### config.mk
export PLATFORM = sky130hd
export DESIGN_NAME = textgen_glyph_attr
export DESIGN_NICKNAME = d
export VERILOG_FILES = /design/src/rtl/textgen_glyph_attr.sv
export SDC_FILE = /design/constraint.sdc
export NUM_CORES = 1
export LEC_CHECK = 0
export ABC_AREA = 1
export CORE_MARGIN = 4
export CORE_UTILIZATION = 37
export CTS_CLUSTER_DIAMETER = 30
export CTS_CLUSTER_SIZE = 28
export DETAILED_ROUTE_END_ITERATION = 10
export MAX_ROUTING_LAYER = met4
export PLACE_DENSITY = 0.71
export SLEW_MARGIN = 10
export SYNTH_ARGS = -nofsm -noshare
export SYNTH_HDL_FRONTEND = slang
export SYNTH_SLANG_ARGS = --single-unit
### constraint.sdc
create_clock -name clk_i -period 1.7 [get_ports clk_i]
set_input_delay 0.17 -clock clk_i [delete_from_list [all_inputs] [get_ports clk_i]]
set_output_delay 0.17 -clock clk_i [all_outputs]
set_load 0.05 [all_outputs]
### src/rtl/textgen_glyph_attr.sv
// Glyph-row serialiser: font-ROM addressing, attribute alignment to ROM latency, pixel shift-out
// with fg/bg colour and inverse video. Blink logic is built only when TEXTGEN_BLINK_EN is defined.
module textgen_glyph_attr #(
    parameter int GLYPH_W    = 8,
    parameter int GLYPH_H    = 8,
    parameter int CHR_BITS   = 8,
    parameter int COLOR_BITS = 4,
    parameter int ROM_LAT    = 1,
    parameter int LOAD_COL   = 3,
    parameter int BLINK_DIV  = 32
) (
    input  logic                                clk_i,
    input  logic                                rst_ni,
    input  logic                                px_en_i,
    input  logic                                frame_i,
    input  logic [CHR_BITS-1:0]                 chr_ord_i,
    input  logic [$clog2(GLYPH_W)-1:0]          cell_col_i,
    input  logic [$clog2(GLYPH_H)-1:0]          cell_lin_i,
    input  logic [COLOR_BITS-1:0]               fg_i,
    input  logic [COLOR_BITS-1:0]               bg_i,
    input  logic                                inv_i,
    input  logic                                blink_i,
    output logic [CHR_BITS+$clog2(GLYPH_H)-1:0] rom_addr_o,
    input  logic [GLYPH_W-1:0]                  rom_data_i,
    output logic                                px_o,
    output logic [COLOR_BITS-1:0]               color_o
);

    localparam int CW = $clog2(GLYPH_W);
    localparam int BW = $clog2(BLINK_DIV);
    localparam int AW = 2 * COLOR_BITS + 2;

    if (LOAD_COL >= GLYPH_W || ROM_LAT < 1 || ROM_LAT > 4) begin : g_param_err
        $error("textgen_glyph_attr: LOAD_COL must be < GLYPH_W and ROM_LAT within 1..4");
    end

    logic [AW-1:0]         dly [ROM_LAT];
    logic [GLYPH_W-1:0]    shift_q;
    logic [COLOR_BITS-1:0] fg_q;
    logic [COLOR_BITS-1:0] bg_q;
    logic                  inv_q;
    logic                  blink_q;
    logic                  phase;
    logic                  load;
    logic                  pix;

    assign rom_addr_o = {chr_ord_i, cell_lin_i};
    assign load       = px_en_i && (cell_col_i == CW'(LOAD_COL));

    // Attributes travel alongside the ROM read so they arrive together with rom_data_i.
    always_ff @(posedge clk_i or negedge rst_ni) begin
        if (!rst_ni) begin
            for (int i = 0; i < ROM_LAT; i++) dly[i] <= '0;
        end else begin
            dly[0] <= {fg_i, bg_i, inv_i, blink_i};
            for (int i = 1; i < ROM_LAT; i++) dly[i] <= dly[i-1];
        end
    end

    always_ff @(posedge clk_i or negedge rst_ni) begin
        if (!rst_ni) begin
            shift_q <= '0;
            fg_q    <= '0;
            bg_q    <= '0;
            inv_q   <= 1'b0;
            blink_q <= 1'b0;
        end else if (load) begin
            shift_q                        <= rom_data_i;
            {fg_q, bg_q, inv_q, blink_q}   <= dly[ROM_LAT-1];
        end else if (px_en_i) begin
            shift_q <= {shift_q[GLYPH_W-2:0], 1'b0};
        end
    end

`ifdef TEXTGEN_BLINK_EN
    logic [BW-1:0] blink_cnt;

    always_ff @(posedge clk_i or negedge rst_ni) begin
        if (!rst_ni) begin
            blink_cnt <= '0;
            phase     <= 1'b0;
        end else if (frame_i) begin
            if (blink_cnt == BW'(BLINK_DIV - 1)) begin
                blink_cnt <= '0;
                phase     <= ~phase;
            end else begin
                blink_cnt <= blink_cnt + 1'b1;
            end
        end
    end
`else
    logic unused;

    // Without blink support the stored blink attribute is masked by a constant-low phase.
    assign phase  = 1'b0;
    assign unused = frame_i;
`endif

    assign pix     = shift_q[GLYPH_W-1] ^ inv_q;
    assign px_o    = pix & ~(blink_q & phase);
    assign color_o = px_o ? fg_q : bg_q;

endmodule
* Yosys cells after proc, flatten, opt, wreduce, memory -nomap -nowiden
Index checks and enable logic that the tools add are counted.
Operators by class: bitwise operators 1, reduce and logical (&&, ||, !) cells 2, multiplexer cells 3, eq/ne operators 1
Operators by type and width (number):
- two-way mux 8 bit | 2
- two-way mux 4 bit | 1
- equality test 3 x 2 -> 1 bit, second input constant | 1
- nonzero test 2 bit | 1
- logical AND 1 bit | 1
- XOR 1 bit | 1
Storage, ports and cells: bits in registers 27, logic and storage cells 12, input bits 36

* Depth between registers and ports, before layout
word-level depth 3, mapped depth 8, mapped depth without buffers 6

* Worst setup path after synthesis
Ideal clock, no wire load.
path kind register to output, start register inv_q, end output port color_o[0], required time 1530 ps, data arrival time 2203 ps, cell stages (with the launch flop) 3, slack -673 ps, cell sequence dfrtp_1 > xor2_1 > o21ai_0
Between the ends: longest elaborated chain between the ends 2
Ends and longest elaborated chain:
- from (decl) | RTL line 41 | logic inv_q;
- from (signal assigned) | RTL line 69 | {fg_q, bg_q, inv_q, blink_q} <= dly[ROM_LAT-1];
- XOR 1 bit | RTL line 99 | assign pix = shift_q[GLYPH_W-1] ^ inv_q;
- via px_o | RTL line 25 | output logic px_o,
- two-way mux 4 bit | RTL line 101 | assign color_o = px_o ? fg_q : bg_q;
- to (decl) | RTL line 26 | output logic [COLOR_BITS-1:0] color_o
The timed path passes the listed nets, and every way through them passes these cells.

* Final worst setup path
start register inv_q, end output port color_o[0]
Between the ends: longest elaborated chain between the ends 2
Ends and longest elaborated chain (RTL line):
- XOR 1 bit | 99
- two-way mux 4 bit | 101
No other way between the ends.

==> qor.csv <==
stage,metric,value,unit
drt,final wirelength,2220,um
grt,vias in the first global route,864,
yosys,Synth Area in Simple Gates,0.233,
yosys,ranking of synthesized cells by area,"dfrtp_1 55%, nand2_1 11%, nand3_1 8.4%",
pwr,Internal Power,1130,uW
final_layout,filler cell count,300,
die,core footprint,3050,sq um
cts,CTS tree,done,
cts,worst skew pair latency,300,ps
grt,GR Overflow Total,0,
pwr,worst IR drop on VDD,459,uV
final_layout,Nets,191,
timing,Final Hold Fails,0,
pwr,clock share of power,0.174,
final_layout,layout cell share with drive strength beyond 1,0.143,
pwr,Switching Share,0.331,
yosys,"count leader, synth",nand2_1,
die,Die Span Y,64.7,um
yosys,Synth top cells by count,"36 x nand2_1, 26 x dfrtp_1, 20 x nand3_1",
timing,# setup viols final,0,
yosys,synth warn,0,
critical_path,CP arrival,1440,ps
yosys,Mapped Cells,134,
yosys,share of the synthesized area in the top cell type,0.548,
timing,Hold WS,203,ps
cts,Clock Path Buffers,2,
cts,Clock Sinks,26,
pwr,Design Power,1680,uW
cts,Post-CTS Hold Buffers,0,
die,Die X,64.7,um
cts,TritonCTS buffer count,3,
timing,clk_skew,1.30,ps
pwr,power per cell area,1090,nW/um^2
place,IO buf count,27,
timing,period utilization,0.949,
critical_path,"Req. time, crit path",1530,ps
yosys,"EDFF count, synth",0,
worst_hold_path,HP Class,in2async,
timing,Tightest Pin Transition,377,ps
drt,1st-iter DRT viols,22,
timing,minimum clock period,1610,ps
grt,first-pass GRT wire length,3570,um
critical_path,CP max FO,4,
drt,post-route ant nets,0,
place,dpl cells,193,
yosys,cell accounting for the most synthesized area,dfrtp_1,
drt,drt via density,4.48,
critical_path,crit path kind,reg2out,
pwr,combinational power share,0.384,
drt,DRC violations left,0,
die,num rows,20,
yosys,main combinational cell family by area after synthesis,simple AND/OR/NAND/NOR gates,
yosys,flip-flop and latch count after synthesis,26,
timing,Max Transition Viols Final,0,
place,HPWL after detailed placement,1670,um
pwr,leakage,0.000784,uW
die,Initial Util,0.389,
timing,Worst slew margin,0.748,
yosys,XOR/XNOR share of the synthesized area,0.00738,
grt,initial antenna violation count,0,
grt,overall routing resource usage,0.112,
yosys,post-synthesis compound-gate area fraction,0.0379,
job,MaxCap Viol Count,0,
timing,f_max,620,MHz
final_layout,Layout Area Growth over Synthesis,30.1,%
cts,post-CTS setup buffer count,0,
critical_path,R2R Setup Slk,960,ps
final_layout,ANT cells,0,
yosys,Syn Area/Cell,8.86,sq um
drt,via count,888,
die,die area,4180,sq um
outcome,status,completed,
drt,DRT Pass-1 Iters,4,
yosys,syn nets,170,
cts,"Reg clk slew, reported paths",130,ps
critical_path,startpoint types,flop,
cts,H-tree levels,1,
yosys,count of different cell masters after synthesis,14,
pwr,sw power,558,uW
cts,clk root buf,clkbuf_4,
yosys,Syn Std Cell Area,1190,sq um
pwr,Seq pwr share,0.442,
yosys,post-synthesis mux area share,0,
yosys,"Top FF cell, synth",dfrtp_1,
yosys,"Seq/Total Area, Yosys",0.548,
place,placer congestion estimate,0.729,
yosys,ys async rst share,1.00,
yosys,adder-cell area share of the yosys netlist,0,
drt,Wirelength per Cell,11.2,um
final_layout,Non-Filler Instances,198,
critical_path,Setup crit end kind,primary output,
die,# IOs,52,
grt,largest net degree at the start of global routing,27,
[sequential cells by signal, indices dropped and copies added, names as in the netlist]
signal and count:
inv_q 1, dly 9, shift_q 8, fg_q 4, bg_q 4
[cells in the final DEF, fill, tap and decap left out, drive strengths merged]
cell,n
dfrtp,26
buf,9
a21oi,4
inv,20
clkdlybuf4s50,22
o21ai,5
nor2,5
xor2,2
clkbuf,4
nand2,37
nand3,20
[path summary, 6_finish.rpt]
| check | start | end | depth (start not counted) |
|---|---|---|---|
| setup / recovery | inv_q$_DFFE_PN0P_ | color_o[0] | 3 |
| hold reg to reg | fg_q[1]$_DFFE_PN0P_ | fg_q[1]$_DFFE_PN0P_ | 2 |
| hold / removal | rst_ni | shift_q[4]$_DFFE_PN0P_ | 2 |
| setup reg to reg | shift_q[4]$_DFFE_PN0P_ | shift_q[5]$_DFFE_PN0P_ | 4 |
| max in group asynchronous | rst_ni | inv_q$_DFFE_PN0P_ | 2 |
| min in group clk_i | fg_i[2] | dly[8]$_DFF_PN0_ | 1 |
[power groups by stage]
| stage | clock network [uW] | logic, uW | registers (uW) |
|---|---|---|---|
| after floorplan | 0 | 401 | 738 |
| after global placement | 0 | 625 | 744 |
| after detailed placement | 0 | 633 | 748 |
| after CTS | 314 | 634 | 735 |
| after global routing | 342 | 683 | 752 |
| final | 293 | 646 | 745 |
[kinds of logic (layout without fill, tap and decap cells)]
group,after synthesis,in the layout
xor+xnor,1,2
buf+inv,36,55
compound gates,9,9
flops,26,26
simple gates,62,62
[area by class of cell]
cell class,instances,area (sq um),share of cell area
repair buffers,31,350,0.227
clock buffers,4,36.3,0.0235
well taps,44,55.1,0.0356
inverters,20,77.6,0.0502
multi-input cells,73,373,0.241
flip-flops and latches,26,653,0.423
[metal layers]
layer,up-vias,track usage,part of all wire
li1,437,-,-
met1,420,0.125,0.42
met2,25,0.200,0.53
met3,6,0.0208,0.041
met4,0,0.0369,0.0059
met5,-,-,0
[stage by stage]
step | TNS (ps) | worst slack [ps] | utilization | instance area (sq um)
floorplan | 0 | 45.6 | - | 1210
global placement | 0 | 265 | 0.486 | 1480
detailed placement | 0 | 192 | 0.486 | 1480
CTS | 0 | 2.21 | 0.498 | 1520
global route | -10.2 | -10.2 | 0.506 | 1550
finish | 0 | 87.4 | 0.506 | 1550
[timing repair]
| item | in CTS | in global routing |
|---|---|---|
| gates cloned | 0 | 1 |
| resized for setup | 0 | 4 |
| setup endpoints to repair | 3 | 4 |
| pin swaps | 1 | 1 |
[critical path, cell delays in order, from the launching register on]
cell and delay (ps):
dfrtp_2 500, xor2_2 230, o21ai_1 230, buf_12 170
(Power assumes the default switching activity.)
